==> config.mk <==
export PLATFORM = sky130hd
export DESIGN_NAME = challenge_frame_packer
export DESIGN_NICKNAME = d
export VERILOG_FILES = /design/src/rtl/challenge_frame_packer.sv
export SDC_FILE = /design/constraint.sdc
export NUM_CORES = 2
export LEC_CHECK = 0
export ABC_AREA = 1
export BUFFER_PORTS_ARGS = -buffer_cell sky130_fd_sc_hd__buf_2
export CAP_MARGIN = 10
export CORE_AREA = 3 3 444 446
export DETAILED_ROUTE_END_ITERATION = 8
export DIE_AREA = 0 0 447 449
export SYNTH_ARGS = -nofsm -noshare
export SYNTH_HDL_FRONTEND = slang
export SYNTH_SLANG_ARGS = --single-unit
==> constraint.sdc <==
create_clock -name clk -period 2.64 [get_ports clk]
set_input_delay 0.132 -clock clk [delete_from_list [all_inputs] [get_ports clk]]
set_output_delay 0.132 -clock clk [all_outputs]
set_load 0.02 [all_outputs]
==> src/rtl/challenge_frame_packer.sv <==
// challenge_frame_packer
// Packs a byte stream describing one catalyst-screening challenge into the
// engine's wide challenge word, right-justified (first byte most significant),
// strobes the engine once, then waits for a breakthrough or a timeout and
// returns a one-cycle result record to the host.
//
// Ports:
//   clk, reset              rising-edge clock; synchronous active-low reset
//   in_byte/in_valid/in_last/in_ready   byte-stream handshake from the host
//   global_challenges       packed challenge word (MAX_BYTES*8 bits)
//   challenge_valid         one-cycle start strobe to the engine
//   breakthrough_detected, impact_potential, best_material_found  engine reply
//   busy                    high whenever not idle
//   result_valid, result_material, result_impact, timeout_flag  result record
//   overflow_err            sticky: current/last frame exceeded MAX_BYTES
//   challenge_count         completed challenges, saturating
module challenge_frame_packer #(
    parameter int MAX_BYTES      = 128,
    parameter int TIMEOUT_CYCLES = 500
) (
    input  logic                   clk,
    input  logic                   reset,
    input  logic [7:0]             in_byte,
    input  logic                   in_valid,
    input  logic                   in_last,
    output logic                   in_ready,
    output logic [MAX_BYTES*8-1:0] global_challenges,
    output logic                   challenge_valid,
    input  logic                   breakthrough_detected,
    input  logic [31:0]            impact_potential,
    input  logic [2:0]             best_material_found,
    output logic                   busy,
    output logic                   result_valid,
    output logic [2:0]             result_material,
    output logic [31:0]            result_impact,
    output logic                   timeout_flag,
    output logic                   overflow_err,
    output logic [15:0]            challenge_count
);

    localparam int DW = MAX_BYTES * 8;
    localparam int CW = $clog2(MAX_BYTES + 1);
    localparam int TW = $clog2(TIMEOUT_CYCLES);
    localparam logic [CW-1:0] COUNT_FULL = CW'(MAX_BYTES);
    localparam logic [CW-1:0] COUNT_ONE  = CW'(1'b1);
    localparam logic [TW-1:0] TIMER_LAST = TW'(TIMEOUT_CYCLES - 1);
    localparam logic [TW-1:0] TIMER_ONE  = TW'(1'b1);

    typedef enum logic [2:0] {
        ST_IDLE   = 3'd0,
        ST_LOAD   = 3'd1,
        ST_ISSUE  = 3'd2,
        ST_WAIT   = 3'd3,
        ST_REPORT = 3'd4
    } state_t;

    state_t          state_r;
    state_t          next_s;
    logic [DW-1:0]   data_r;
    logic [CW-1:0]   count_r;
    logic [TW-1:0]   timer_r;
    logic [2:0]      material_r;
    logic [31:0]     impact_r;
    logic            timeout_r;
    logic            overflow_r;
    logic [15:0]     chal_count_r;
    logic            ready_s;
    logic            accept_s;
    logic            timer_done_s;

    // Handshake and strobes are pure decodes of the state register, so no
    // input ever reaches an output combinationally.
    assign ready_s      = (state_r == ST_IDLE) || (state_r == ST_LOAD);
    assign accept_s     = in_valid & ready_s;
    assign timer_done_s = (timer_r == TIMER_LAST);

    assign in_ready          = ready_s;
    assign busy              = (state_r != ST_IDLE);
    assign challenge_valid   = (state_r == ST_ISSUE);
    assign result_valid      = (state_r == ST_REPORT);
    assign global_challenges = data_r;
    assign result_material   = material_r;
    assign result_impact     = impact_r;
    assign timeout_flag      = timeout_r;
    assign overflow_err      = overflow_r;
    assign challenge_count   = chal_count_r;

    // State register.
    always_ff @(posedge clk) begin
        if (!reset) begin
            state_r <= ST_IDLE;
        end else begin
            state_r <= next_s;
        end
    end

    // Next-state decode; a breakthrough takes priority over the timeout.
    always_comb begin
        next_s = state_r;
        case (state_r)
            ST_IDLE, ST_LOAD: begin
                if (accept_s) begin
                    if (in_last) begin
                        next_s = ST_ISSUE;
                    end else begin
                        next_s = ST_LOAD;
                    end
                end else begin
                    next_s = state_r;
                end
            end
            ST_ISSUE: next_s = ST_WAIT;
            ST_WAIT: begin
                if (breakthrough_detected || timer_done_s) begin
                    next_s = ST_REPORT;
                end else begin
                    next_s = ST_WAIT;
                end
            end
            ST_REPORT: next_s = ST_IDLE;
            default:   next_s = ST_IDLE;
        endcase
    end

    // Datapath: packing, overflow tracking, wait timer and result capture.
    // The result record and the completed-challenge count are updated on
    // the edge entering REPORT so they are coherent while result_valid is high.
    always_ff @(posedge clk) begin
        if (!reset) begin
            data_r       <= {DW{1'b0}};
            count_r      <= {CW{1'b0}};
            timer_r      <= {TW{1'b0}};
            material_r   <= 3'd0;
            impact_r     <= 32'd0;
            timeout_r    <= 1'b0;
            overflow_r   <= 1'b0;
            chal_count_r <= 16'd0;
        end else begin
            case (state_r)
                ST_IDLE: begin
                    if (accept_s) begin
                        data_r     <= {{(DW-8){1'b0}}, in_byte};
                        count_r    <= COUNT_ONE;
                        overflow_r <= 1'b0;
                    end
                end
                ST_LOAD: begin
                    if (accept_s) begin
                        if (count_r < COUNT_FULL) begin
                            data_r  <= {data_r[DW-9:0], in_byte};
                            count_r <= count_r + COUNT_ONE;
                        end else begin
                            // Frame is full: byte is consumed but dropped.
                            overflow_r <= 1'b1;
                        end
                    end
                end
                ST_ISSUE: begin
                    timer_r <= {TW{1'b0}};
                end
                ST_WAIT: begin
                    timer_r <= timer_r + TIMER_ONE;
                    if (breakthrough_detected || timer_done_s) begin
                        if (breakthrough_detected) begin
                            material_r <= best_material_found;
                            impact_r   <= impact_potential;
                            timeout_r  <= 1'b0;
                        end else begin
                            material_r <= 3'd0;
                            impact_r   <= 32'd0;
                            timeout_r  <= 1'b1;
                        end
                        if (chal_count_r != 16'hFFFF) begin
                            chal_count_r <= chal_count_r + 16'd1;
                        end
                    end
                end
                ST_REPORT: begin
                    timer_r <= {TW{1'b0}};
                end
                default: begin
                    timer_r <= {TW{1'b0}};
                end
            endcase
        end
    end

endmodule
-- Word-level counts from Yosys, hierarchy flattened
Index checks and enable logic that the tools add are counted.
- add/subtract/negate cells: 3
- order comparisons: 1
- equality and inequality tests: 11
- muxes and demuxes: 20
- bitwise operators: 1
- reductions and logical operators: 10
- operators by type and width (kind ; count):
    $mux W1024 ; 3
    $pmux W1024 S2 ; 1
    $mux W32 ; 1
    $mux W8 ; 3
    $pmux W9 S2 ; 1
    $add A16 B1 Y16 const B ; 1
    $ne A16 B16 Y1 const B ; 1
    $pmux W8 S2 ; 1
    $add A9 B1 Y9 const B ; 1
    $eq A9 B9 Y1 const B ; 1
    $mux W3 ; 3
    $pmux W3 S3 ; 1
    $add A8 B1 Y8 const B ; 1
    $lt A8 B8 Y1 const B ; 1
    $reduce_and A4 Y1 ; 2
    $eq A3 B2 Y1 const B ; 2
    $ne A2 B2 Y1 const B ; 3
    $mux W1 ; 4
    $ne A2 B1 Y1 const B ; 2
    $eq A3 B1 Y1 const B ; 1
    $eq A3 B3 Y1 const B ; 1
    $logic_not A3 Y1 ; 1
    $reduce_and A3 Y1 ; 1
    $reduce_bool A3 Y1 ; 1
    other kinds (7) ; 8
- bits in registers: 1097
- output and inout port bits: 1081

-- Depth between registers and ports, before layout
- depth after elaboration: 5
- mapped depth: 10
- mapped depth without buffers: 9

-- Worst setup path after synthesis
Ideal clock, no wire load.
- kind: register to register
- from: register chal_count_r[0], in the netlist challenge_count[0]
- to: register chal_count_r[12], in the netlist challenge_count[12]
- library setup time: 0.070 ns
- arrival time: 1.705 ns
- slack: 0.865 ns
- cell stages (with the launch flop): 9
- buffers on the path: 1
- cell sequence: dfxtp_1 > ha_1 > nand3_1 > nor2_1 > nand2_1 > nand3_1 > buf_2 > nand2_1 > a21oi_1
- cells in the longest elaborated chain, start to end: 2
- elaborated cells between the ends (all ways): 3
- classes of those cells: add/sub: 1; eq/ne: 1; reduce/logical: 1
- RTL lines (element ; RTL line ; RTL):
    start: declaration ; 66 ; logic [15:0] chal_count_r;
    start signal: assignment ; 174 ; chal_count_r <= chal_count_r + 16'd1;
    parallel branches: the longest is 2 deep, another holds $add A16 B1 Y16 ; - ;
Parallel ways; which one is timed is not known.
A chain may end at the register's enable or synchronous reset.

-- Worst setup path after layout
- from: register state_r[2]
- to: register state_r[1]
- cells in the longest elaborated chain, start to end: 4
- elaborated cells between the ends (all ways): 9
- classes of those cells: eq/ne: 4; mux: 1; bitwise: 1; reduce/logical: 3
- RTL lines (element ; RTL line ; RTL):
    start: declaration ; 57 ; state_t state_r;
    start signal: assignment ; 93 ; state_r <= next_s;
    $eq A3 B1 Y1 / $logic_not A3 Y1 (equally long branches) ; 73, 100 ;
    $logic_or A1 B1 Y1 ; 73 ; assign ready_s = (state_r == ST_IDLE) || (state_r == ST_LOAD);
    $and A1 B1 Y1 ; 74 ; assign accept_s = in_valid & ready_s;
    $ne A2 B1 Y1 (no line) ; - ;
Several ways; a longest one is shown, not always the timed one.

==> impl_metrics.tcl <==
set metrics [dict create \
    status "finished, final reports clean" \
    min_path_type "in2reg" \
    cts_sinks 1097 \
    netlist.area_leader.share 0.554 \
    synth.net_count 4980 \
    max-slew-margin-rel 0.543 \
    io_buffers 1128 \
    fmax_mhz 407 \
    vias 39567 \
    reg2reg_depth 9 \
    htreeDepth 3 \
    fin_crit_sh 0.932 \
    synth_most_common_cell "nand2_1" \
    antenna_found_initial 2 \
    p_int_w 0.0281 \
    vias_per_cell 4.62 \
    setup_slack_ns 0.180 \
    crit_type "reg2reg" \
    coreArea_um2 193000 \
    place_congestion 0.952 \
    cp_num_buf_inv 5 \
    die_w_um 447 \
    avgSynthCellArea_um2 8.05 \
    rows 161 \
    cts_buffers 120 \
    synth.top_cells.by_count "1,128 x nand2_1, 1,097 x dfxtp_1, 1,019 x a21oi_1" \
    worst_pin_slew_ns 0.685 \
    slew_viol_final 0 \
    grt_pass1_vias 36121 \
    maxCapViolCount 0 \
    synth_edf_count 0 \
    slowest_delay_ns 0.57 \
    dp_hpwl_um 130000 \
    yosysWarnings 0 \
    crit_arrival_ns 3.13 \
    ios 1129 \
    critPathTopFamily "buffers and inverters" \
    setup_tns_ns 0 \
    overflow 0 \
    die-area_um2 201000 \
    grt_usage 0.164 \
    place_ws_ns 0.564 \
    fin_crit_ns 2.46 \
    finalClockSkew_ns 0.0567 \
    dr.first_iter.drc_count 3931 \
    cp.required_ns 3.31 \
    cts.path.max_buffers 3 \
    final_area_um2 53000 \
    hold_viol 0 \
    drive_gt1_frac 0.250 \
    post_drt_wl_per_cell_um 20.4 \
    switchingPower_w 0.00916 \
    synthCells 4929 \
    syn_to_final_growth_pct 33.7 \
    critPathMaxFanout 5 \
    start_kind "flop" \
    power.total_w 0.0372 \
    yosys-top-cells-area "dfxtp_1 55%, a21oi_1 13%, nand3_1 12%" \
    postPlaceCellArea_um2 48000 \
    grt_pass1_wl_um 251000 \
    drc_errors 0 \
    start_util 0.205 \
    synth_flop_cell "dfxtp_1" \
    yosysTopAreaCell "dfxtp_1" \
    setup_viol 0 \
    p_seq_frac 0.445 \
    whs_path_depth 4 \
    vdd_drop_max_mv 0.522 \
    path_common_cell "nand3_1" \
    async_flop_share 0 \
    drt_first_pass_iters 9 \
    end_kind "flop" \
    grt_max_degree 131 \
    critPathSlowestCell "dlygate4sd3_1" \
    nFillCells 20775 \
    p_clk_frac 0.496 \
    ant_nets 0 \
    cts_root_buffer "clkbuf_16" \
    p_leak_nw 20.7 \
    pwr_density_cell_nw_per_um2 702 \
    clkTransAtPathRegs_ns 0.06 \
    p_comb_frac 0.059 \
    synth_cell_types 36 \
    cts_tree "done" \
    rsz0062_at_grt "no" \
    worst-path-stages 9 \
    clock_latency_ns 0.77 \
    fin_nets 5978 \
    synth_area_um2 39700 \
    ys_ff_latch 1097 \
    swShare 0.246 \
    ys_seq_area_frac 0.554 \
    cp_cell_sequence "inv_1 -> nand3_1 -> clkinvlp_4 -> nand3_1 -> nand3_1 -> dlygate4sd3_1 -> nand2_1 -> dlygate4sd3_1 -> inv_1" \
    drt_wl_total_um 175000 \
    die_h_um 449 \
]
[worst paths after layout]
check             slack [ns]    startpoint                    to
hold / removal          0.18    in_byte[5]  global_challenges[5]
setup / recovery        0.18    state_r[2]            state_r[1]
hold reg to reg         0.45  overflow_err          overflow_err
setup reg to reg        0.18    state_r[2]            state_r[1]
[metrics by stage]
step | hold WS, ns | util | cells
floorplan | 0.268 | - | 4929
global placement | 0.381 | 0.249 | 8272
detailed placement | 0.393 | 0.249 | 8272
CTS | 0.0515 | 0.275 | 8554
global route | 0.126 | 0.275 | 8557
finish | 0.182 | 0.275 | 8559
[area by class of cell]
cell class	count	area, µm²	area share
antenna	2	5.00	0.0000944
clock buffer	156	3390	0.0639
clock inverter	70	1000	0.0189
inverter	32	139	0.00262
multi-input combinational	3338	15500	0.292
sequential	1097	22000	0.414
tap	2526	3160	0.0596
timing repair buffer	1338	7880	0.149
[layer usage]
layer / part of all wire / routed length [µm] / global-route usage
met1: 0.39 / 67600 / 0.190
met2: 0.48 / 84100 / 0.275
met3: 0.078 / 13600 / 0.0456
met4: 0.054 / 9490 / 0.0847
met5: 0 / 0 / 0
[kinds of logic (layout without fill, tap and decap cells)]
group | Yosys count | in the layout | synth area share
adder cells (fa/ha/maj) | 3 | 3 | 0.000947
AO/OA/AOI/OAI | 1106 | 1106 | 0.145
AND/OR/NAND/NOR | 2221 | 2221 | 0.243
XOR/XNOR | 8 | 8 | 0.00177
other | 0 | 2 | 0
buffers and inverters | 494 | 1596 | 0.0563
flip-flops | 1097 | 1097 | 0.554
[worst reg2reg max path, stage by stage, from the launching register on]
cell and delay [ns]:
dfxtp_1 0.41, inv_1 0.08, nand3_1 0.24, clkinvlp_4 0.20, nand3_1 0.14, nand3_1 0.08, dlygate4sd3_1 0.57, nand2_1 0.06
dlygate4sd3_1 0.54, inv_1 0.04
[placed cells by master (no fill, tap or decap), drive strengths merged, types with 9 or more instances in the layout]
master,n
a22oi,69
buf,1282
bufinv,19
o21ai,9
nor2,106
clkbuf,156
a21oi,1019
clkinv,34
inv,42
nand3,968
dfxtp,1097
dlygate4sd3,56
nand2,1129
[state kept, by name, indices dropped and copies added, names as in the netlist]
name and count:
result_material 3, result_impact 32, overflow_err 1, global_challenges 1024, timeout_flag 1, count_r 8, state_r 3, timer_r 9
challenge_count 16
[power by group through the flow]
stage | Clock, W | Sequential (W) | Combinational [W]
6_report | 0.0185 | 0.0166 | 0.00219
5_1_grt | 0.0195 | 0.0166 | 0.00235
4_1_cts | 0.0189 | 0.0166 | 0.00218
3_5_place_dp | 0 | 0.0170 | 0.00211
3_3_place_gp | 0 | 0.0170 | 0.00209
2_1_floorplan | 0 | 0.0170 | 0.00139
[timing repair]
item	4_1_cts	5_1_grt
resized for setup	0	1
setup endpoints to repair	0	1
hold buffers	56	0
hold endpoints to repair	91	0
buffers inserted	0	3
(Power assumes the default switching activity.)
